**config.mk**
```make
export PLATFORM = sky130hd
export DESIGN_NAME = julia_render_sched
export DESIGN_NICKNAME = d
export VERILOG_FILES = /design/src/rtl/julia_pkg.sv /design/src/rtl/julia_btn_edge.sv /design/src/rtl/julia_render_sched.sv
export SDC_FILE = /design/constraint.sdc
export NUM_CORES = 1
export LEC_CHECK = 0
export ABC_AREA = 1
export ABC_CLOCK_PERIOD_IN_PS = 5750
export CORE_ASPECT_RATIO = 1.5
export CORE_MARGIN = 2
export CORE_UTILIZATION = 27
export CTS_CLUSTER_DIAMETER = 200
export DETAILED_ROUTE_END_ITERATION = 10
export DONT_BUFFER_PORTS = 1
export GPL_TIMING_DRIVEN = 0
export PLACE_DENSITY_LB_ADDON = 0.08
export RECOVER_POWER = 100
export SETUP_SLACK_MARGIN = 0.1
export SYNTH_ARGS = -nofsm -noshare
export SYNTH_HDL_FRONTEND = slang
export SYNTH_SLANG_ARGS = --single-unit
```
**constraint.sdc**
```tcl
create_clock -name clk -period 5.75 [get_ports clk]
set_input_delay 0.8625 -clock clk [delete_from_list [all_inputs] [get_ports clk]]
set_output_delay 0.8625 -clock clk [all_outputs]
set_load 0.01 [all_outputs]
```
**src/rtl/julia_pkg.sv**
```systemverilog
// Shared Q4.12 constants, state encoding and the c-update wrap helper for the
// Julia frame-render scheduler.
package julia_pkg;

  localparam int Q_W    = 16;
  localparam int FRAC_W = 12;

  localparam logic signed [15:0] X_MIN_DEF     = -16'sd8192;
  localparam logic signed [15:0] Y_MIN_DEF     = -16'sd4608;
  localparam logic signed [15:0] STEP_DEF      = 16'sd51;
  localparam logic signed [15:0] C_RE_INIT_DEF = -16'sd3277;
  localparam logic signed [15:0] C_IM_INIT_DEF = 16'sd639;
  localparam logic signed [15:0] C_STEP_DEF    = 16'sd41;
  localparam logic signed [16:0] C_LIMIT       = 17'sd8192;

  typedef enum logic [2:0] {
    ST_IDLE      = 3'd0,
    ST_ISSUE     = 3'd1,
    ST_WAIT_DONE = 3'd2,
    ST_WRITE     = 3'd3,
    ST_DONE      = 3'd4
  } state_t;

  // Adds step to a c component; anything above +C_LIMIT snaps to -C_LIMIT.
  function automatic logic signed [15:0] c_add_wrap(input logic signed [15:0] v,
                                                    input logic signed [15:0] step);
    logic signed [16:0] sum;
    logic signed [16:0] neg_lim;
    sum     = {v[15], v} + {step[15], step};
    neg_lim = -C_LIMIT;
    if (sum > C_LIMIT) return neg_lim[15:0];
    else               return sum[15:0];
  endfunction

endpackage

```
**src/rtl/julia_btn_edge.sv**
```systemverilog
// Per-bit two-flop synchronizer followed by a one-cycle rising-edge pulse.
module julia_btn_edge #(
  parameter int W = 3
) (
  input  logic         clk,
  input  logic         rst,
  input  logic [W-1:0] din,
  output logic [W-1:0] rise
);

  logic [W-1:0] sync1;
  logic [W-1:0] sync2;
  logic [W-1:0] prev;

  always_ff @(posedge clk or negedge rst) begin
    if (!rst) begin
      sync1 <= '0;
      sync2 <= '0;
      prev  <= '0;
    end else begin
      sync1 <= din;
      sync2 <= sync1;
      prev  <= sync2;
    end
  end

  assign rise = sync2 & ~prev;

endmodule

```
**src/rtl/julia_render_sched.sv**
```systemverilog
// Julia frame-render scheduler: walks the pixel grid, drives the iteration engine
// and writes counts to the frame buffer. Optional macro: JULIA_AUTO_ANIM_EN.
module julia_render_sched
  import julia_pkg::*;
#(
  parameter int                GRID_W    = 320,
  parameter int                GRID_H    = 180,
  parameter logic signed [15:0] X_MIN     = X_MIN_DEF,
  parameter logic signed [15:0] Y_MIN     = Y_MIN_DEF,
  parameter logic signed [15:0] STEP      = STEP_DEF,
  parameter logic signed [15:0] C_RE_INIT = C_RE_INIT_DEF,
  parameter logic signed [15:0] C_IM_INIT = C_IM_INIT_DEF,
  parameter logic signed [15:0] C_STEP    = C_STEP_DEF
) (
  input  logic               clk,
  input  logic               rst,
  input  logic               i_v_sync,
  input  logic [2:0]         i_btn,
  output logic               o_eng_start,
  output logic signed [15:0] o_eng_cx,
  output logic signed [15:0] o_eng_cy,
  output logic signed [15:0] o_eng_c_re,
  output logic signed [15:0] o_eng_c_im,
  input  logic               i_eng_done,
  input  logic [7:0]         i_eng_iter,
  output logic               o_wr_en,
  output logic [15:0]        o_wr_addr,
  output logic [7:0]         o_wr_data,
  output logic               o_busy,
  output logic               o_frame_done,
  output logic [15:0]        o_frame_cnt,
  output logic [2:0]         o_state
);

  localparam logic [15:0] COL_LAST = 16'(GRID_W - 1);
  localparam logic [15:0] ROW_LAST = 16'(GRID_H - 1);

  // Engine handshake: o_eng_start is a one-cycle launch; cx/cy/c stay stable
  // until i_eng_done, a one-cycle pulse qualifying i_eng_iter. done outside
  // WAIT_DONE is ignored; there is no back-pressure on either side.

  state_t state, state_n;

  logic               vs_q, vs_qq;
  logic               dirty, dirty_n;
  logic signed [15:0] pend_re, pend_re_n;
  logic signed [15:0] pend_im, pend_im_n;
  logic signed [15:0] frame_re, frame_im;
  logic signed [15:0] cx, cy;
  logic [15:0]        col, row, addr;
  logic [7:0]         wr_data;
  logic [15:0]        frame_cnt;
  logic [2:0]         btn_rise;
  logic               frame_go;
  logic               last_px;

  julia_btn_edge #(.W(3)) u_btn_edge (
    .clk  (clk),
    .rst  (rst),
    .din  (i_btn),
    .rise (btn_rise)
  );

  assign frame_go = (state == ST_IDLE) && vs_q && !vs_qq && dirty;
  assign last_px  = (row == ROW_LAST) && (col == COL_LAST);

  always_ff @(posedge clk or negedge rst) begin
    if (!rst) state <= ST_IDLE;
    else      state <= state_n;
  end

  always_comb begin
    state_n = state;
    case (state)
      ST_IDLE:      if (frame_go) state_n = ST_ISSUE;
      ST_ISSUE:     state_n = ST_WAIT_DONE;
      ST_WAIT_DONE: if (i_eng_done) state_n = ST_WRITE;
      ST_WRITE:     state_n = last_px ? ST_DONE : ST_ISSUE;
      ST_DONE:      state_n = ST_IDLE;
      default:      state_n = ST_IDLE;
    endcase
  end

  // Pending c follows the buttons at any time; the frame copy only moves at frame start.
  always_comb begin
    pend_re_n = pend_re;
    pend_im_n = pend_im;
    dirty_n   = dirty;
    if (frame_go) dirty_n = 1'b0;
    if (btn_rise[2]) begin
      pend_re_n = C_RE_INIT;
      pend_im_n = C_IM_INIT;
    end else begin
      if (btn_rise[0]) pend_re_n = c_add_wrap(pend_re, C_STEP);
      if (btn_rise[1]) pend_im_n = c_add_wrap(pend_im, C_STEP);
    end
`ifdef JULIA_AUTO_ANIM_EN
    if (state == ST_DONE) begin
      if (!btn_rise[2]) pend_im_n = c_add_wrap(pend_im_n, C_STEP);
      dirty_n = 1'b1;
    end
`endif
    if (|btn_rise) dirty_n = 1'b1;
  end

  always_ff @(posedge clk or negedge rst) begin
    if (!rst) begin
      vs_q      <= 1'b0;
      vs_qq     <= 1'b0;
      dirty     <= 1'b1;
      pend_re   <= C_RE_INIT;
      pend_im   <= C_IM_INIT;
      frame_re  <= C_RE_INIT;
      frame_im  <= C_IM_INIT;
      cx        <= '0;
      cy        <= '0;
      col       <= '0;
      row       <= '0;
      addr      <= '0;
      wr_data   <= '0;
      frame_cnt <= '0;
    end else begin
      vs_q    <= i_v_sync;
      vs_qq   <= vs_q;
      dirty   <= dirty_n;
      pend_re <= pend_re_n;
      pend_im <= pend_im_n;
      case (state)
        ST_IDLE: begin
          if (frame_go) begin
            frame_re <= pend_re;
            frame_im <= pend_im;
            col      <= '0;
            row      <= '0;
            addr     <= '0;
            cx       <= X_MIN;
            cy       <= Y_MIN;
          end
        end
        ST_WAIT_DONE: if (i_eng_done) wr_data <= i_eng_iter;
        ST_WRITE: begin
          addr <= addr + 16'd1;
          if (col == COL_LAST) begin
            col <= '0;
            cx  <= X_MIN;
            row <= row + 16'd1;
            cy  <= cy + STEP;
          end else begin
            col <= col + 16'd1;
            cx  <= cx + STEP;
          end
        end
        ST_DONE: frame_cnt <= frame_cnt + 16'd1;
        default: ;
      endcase
    end
  end

  assign o_eng_start  = (state == ST_ISSUE);
  assign o_wr_en      = (state == ST_WRITE);
  assign o_frame_done = (state == ST_DONE);
  assign o_busy       = (state == ST_ISSUE) || (state == ST_WAIT_DONE) || (state == ST_WRITE);
  assign o_eng_cx     = cx;
  assign o_eng_cy     = cy;
  assign o_eng_c_re   = frame_re;
  assign o_eng_c_im   = frame_im;
  assign o_wr_addr    = addr;
  assign o_wr_data    = wr_data;
  assign o_frame_cnt  = frame_cnt;
  assign o_state      = state;

endmodule

```
# Yosys cells after proc, flatten, opt, wreduce, memory -nomap -nowiden
# Cells that the tools add are included.
[totals] register_bits=183 inputBits=15 elab_cells=81
[op_classes] addsub=8 n_lt_le_gt_ge=2 eq_ne=9 muxes=24 n_bitwise=2 reduce_logical=18
[ops] cell="$mux W16" n=13
[ops] cell="$pmux W16 S2" n=5
[ops] cell="$add A16 B1 Y16 const B" n=4
[ops] cell="$add A16 B7 Y17 const B" n=2
[ops] cell="$gt A17 B15 Y1 const B" n=2
[ops] cell="$add A16 B7 Y16 const B" n=2
[ops] cell="$eq A16 B8 Y1 const B" n=1
[ops] cell="$eq A16 B9 Y1 const B" n=1
[ops] cell="$pmux W3 S4" n=1
[ops] cell="$mux W3" n=3
[ops] cell="$reduce_and A2 Y1" n=4
[ops] cell="$reduce_bool A2 Y1" n=4
[ops] cell="$eq A3 B2 Y1 const B" n=2
[ops] cell="$logic_and A1 B1 Y1" n=4
[ops] cell="$ne A2 B2 Y1 const B" n=2
[ops] cell="$and A3 B3 Y3" n=1
[ops] cell="$eq A3 B1 Y1 const B" n=1
[ops] cell="$eq A3 B3 Y1 const B" n=1
[ops] cell="$logic_not A3 Y1" n=1
[ops] cell="$not A3 Y3" n=1
[ops] cell="$reduce_and A3 Y1" n=1
[ops] cell="$reduce_or A3 Y1" n=1
[ops] cell="$logic_or A1 B1 Y1" n=2
[ops] cell="$mux W1" n=2
[ops] cell="other kinds (2)" n=2

# Logic depth before layout (Yosys ltp)
[depth] ltp_word=6 mapped_depth=15 depth_no_buf=14

# Hierarchy
# Synthesis repeated with hierarchy kept, for this count alone.
[hier_totals] hier_cells=1172 area_unflattened_um2=9539.1
[modules_own_cells] mod="julia_render_sched" n_inst=1 cells_each=1157 area_per_inst_um2=9283.9
[modules_own_cells] mod="julia_btn_edge" n_inst=1 cells_each=15 area_per_inst_um2=255.2

# Worst setup path after synthesis
# Ideal clock, no wire load.
[synth_path] path_type="reg2out" start="register state[2], in the netlist o_state[2]" end="output port o_wr_en" t_arrival_ns=1.235 t_required_ns=4.888 path_slack_ns=3.653 stages_incl_launch_ff=5 path_buffers=1 cell_sequence="dfrtp_1 -> inv_1 -> nand2_1 -> nor2_4 -> clkbuf_1"
[synth_between] elab_chain_len=1
[synth_lines] element="from (decl)" line="julia_render_sched.sv:42" rtl="state_t state, state_n;"
[synth_lines] element="from (signal assigned)" line="julia_render_sched.sv:69" rtl="else state <= state_n;"
[synth_lines] element="$eq A3 B2 Y1" line="julia_render_sched.sv:160" rtl="assign o_wr_en = (state == ST_WRITE);"
[synth_lines] element="to (decl)" line="julia_render_sched.sv:26" rtl="output logic o_wr_en,"
# No other way between the ends.

# Worst setup path in the final report
[layout_path] start="register state[2], in the netlist o_state[2]" end="register cy[8], in the netlist o_eng_cy[8]"
[layout_between] elab_chain_len=6
[layout_lines] element="$logic_not A3 Y1" line="julia_render_sched.sv:64, julia_render_sched.sv:128"
[layout_lines] element="$logic_and A1 B1 Y1 (3 in series)" line="julia_render_sched.sv:64" rtl="assign frame_go = (state == ST_IDLE) && vs_q && !vs_qq && dirty;"
[layout_lines] element="$ne A2 B2 Y1 (no source line)"
[layout_lines] element="$reduce_and A3 Y1 (no source line)"
[layout_lines] element="to (signal assigned)" line="julia_render_sched.sv:147" rtl="cy <= cy + STEP;"
[layout_lines] element="to (decl)" line="julia_render_sched.sv:49" rtl="logic signed [15:0] cx, cy;"
# Several ways; a longest one is shown, not always the timed one.
# A chain may end at the register's enable or synchronous reset.

==> metrics <==
status=complete, no violations; Synth area leader=dfrtp_1; Post-synth EDFFs=0; Post-Syn Area=0.00964 mm^2; Synth cell types=58; Final Non-Filler Cells=1689; most frequent cells in the layout=nand2_1 (313), dfrtp_1 (146), inv_1 (132), nor2_1 (99), nand3_1 (84); area delta synth->final=10.6%; Worst path most repeated cell=nand2_1; Net Count, Synth=1209; # rows=84; pwr dens=395 mW/mm^2; grt ovf=0; largest cells by area after synthesis=dfrtp_1 (38%), nand2_1 (12%), dfstp_2 (10%); drt drc=0; Die Height=235 um; CTS H-tree depth=4; ys flop type=dfrtp_1; clock sink total=183; layout cells sized above 1=8.96%; leakage=0.00487 uW; Boundary Pins=126; setup tns final=0 ns; Worst path top cell family by delay=simple AND/OR/NAND/NOR gates; n_diodes=0; FF+latch count, synth=183; area taken by flip-flops and latches=0.00463 mm^2; clock skew=0.0121 ns; P_sw=1670 uW; initial antenna violation count=0; Clock Power Share=28.2%; Post-Synth Adder-Cell Area=1.30%; Max VDD drop=0.167 mV; HPWL Detailed=20500 um; routing usage on met3=3.99%; critical path capture point type=register; Final ANT Viol Nets=0; # setup viols final=0; Pint=2540 uW; fin crit period=3.67 ns; Worst-path clk slew=0.08 ns; post-layout net count=1228; Mean Syn Cell Area=8.14 um^2; die area=0.0372 mm^2; fin crit share=63.9%; Max Slew Vio Count=0; Worst EP arrival=4.05 ns; CP Buf/Inv Count=4; Critical Path Fanout Max=10; Synth Area in XOR/XNOR=3.90%; worst path cell trace=inv_1 -> nand2_1 -> nor2_1 -> inv_2 -> nand2_1 -> nand2_1 -> inv_1 -> clkbuf_1 -> nand2_1 -> nor2_1 -> o21ai_1 -> nor2_1; port bufs=0; CTS buffer count=17; Hold Path Class=input pin to asynchronous set/reset pin; fmax=272 MHz; global-route wire length before repair=45900 um; Design Area, Final=0.0107 mm^2; delay of the slowest critical-path stage=0.86 ns; WL final=28400 um; Synth Area in Compound Gates=10.3%; CTS root buffer=clkbuf_16; post-cts resize count=0; most common cell after layout, fill and taps aside=nand2_1; Flop pwr share=46.6%; Post-CTS Setup Inserts=0; CTS tree=yes; Worst-Skew Late Latency=0.46 ns; # hold bufs at CTS=0; drt pass-1 iters=4; Placer Congestion=0.815; RSZ-0062 raised after global routing=no; simple-gate share of the synthesized area=28.1%; mux cell area share after synthesis=1.16%; Die Width=158 um; routed via count=7757; yosys warns=0; Vias/cell=4.59; Initial Util=27.4%; Worst EP required=6.13 ns; Multi-input gate area=0.00420 mm^2; Post-Place Cells=1657; clk buf depth=2; worst-margin pin slew=1.12 ns; share of the synthesized area in the top cell type=37.9%; largest net degree at the start of global routing=184; Synth Instances=1184; vias in the first global route=8059; met1 GRT Util=18.6%; relative slew slack=25.2%; Comb power frac=25.3%; placed inst area=0.0102 mm^2; sequential share of the synthesized area=48.0%; fill count=3859; Core ar.=0.0351 mm^2; largest family of logic cells by synthesized area=simple AND/OR/NAND/NOR gates; setup slack, reg-to-reg=2.08 ns; Setup crit start kind=register; initial DRC count=317; switching part of the total power=39.7%; DR WL/cell=16.8 um; final hold vios=0; asr flop ratio synth=100%; Crit-path slowest cell=nor2_1; Tot GR Track Use=16.1%; critical path class=register to register; met2 Use GR=28.7%; GRT busiest layer=met2; Max-cap violations=0
worst register-to-register path: stages, from the launching register on:
cell and delay, ns:
dfrtp_1 0.49, inv_1 0.13, nand2_1 0.12, nor2_1 0.86, inv_2 0.10, nand2_1 0.40
nand2_1 0.31, inv_1 0.15, clkbuf_1 0.52, nand2_1 0.19, nor2_1 0.14, o21ai_1 0.07
nor2_1 0.11
power groups by stage:
stage / sequential (uW) / combinational, uW / clock [uW]
detailed placement: 2020 / 1140 / 0
CTS: 2000 / 1140 / 1240
floorplan: 1910 / 825 / 0
finish: 1960 / 1070 / 1190
global route: 2010 / 1240 / 1290
global placement: 2020 / 1130 / 0
layer usage:
metal / share of wire [%] / vias to the layer above
met5: 0 / -
met4: 2.0 / 0
met3: 5.0 / 25
met2: 52 / 118
met1: 41 / 3716
li1: - / 3898
kinds of logic after synthesis:
family,after synthesis
adders and majority gates,10
AOI/OAI and AO/OA,170
xor gates and xnor gates,42
muxes,10
and+or+nand+nor,598
DFF,183
buffers and inverters,171
sequential cells by signal (all words and copies together), names as in the netlist:
name              flops
col                  16
dirty                 1
o_eng_c_im           16
o_eng_c_re           16
o_eng_cx             16
o_eng_cy             16
o_frame_cnt          16
o_state               3
o_wr_addr            16
o_wr_data             8
pend_im              16
pend_re              16
row                  16
u_btn_edge.prev       3
u_btn_edge.sync1      3
u_btn_edge.sync2      3
vs_q                  1
vs_qq                 1
Yosys cell counts, drive strengths merged, types with 18 or more instances:
master	count
dfrtp	146
nor3	29
clkbuf	18
a21oi	48
inv	140
o21ai	74
dfstp	37
nor2	108
nand4	20
nand3	86
nand2	331
xor2	32
final timing paths:
kind,from,endpoint,cells after the start
max in group asynchronous,rst,pend_im[5],0
worst min-delay path,rst,o_eng_cy[15],0
worst max-delay path,o_state[2],o_eng_cy[8],12
worst max register to register,o_state[2],o_eng_cy[8],12
min in group clk,u_btn_edge.sync1[2],u_btn_edge.sync2[2],0
worst min register to register,u_btn_edge.sync1[2],u_btn_edge.sync2[2],0
final cells by class:
class	count	area share, %
inverters	140	4.93
multi-input cells	830	39.4
clock buffers	22	4.65
well taps	473	5.55
flip-flops and latches	183	43.4
clock inverters	10	0.787
plain buffers	31	1.21
stage by stage:
stage / util [%] / hold WS, ns / worst slack [ns] / total power [uW]
2_1_floorplan: - / 0.331 / 3.65 / 2730
3_3_place_gp: 29.1 / 0.334 / 2.99 / 3150
3_5_place_dp: 29.1 / 0.338 / 3.00 / 3160
4_1_cts: 30.8 / 0.0803 / 2.49 / 4380
5_1_grt: 30.3 / 0.0744 / 1.53 / 4540
6_report: 30.3 / 0.0988 / 2.08 / 4210
No activity file was read; power rests on OpenSTA's default activity.
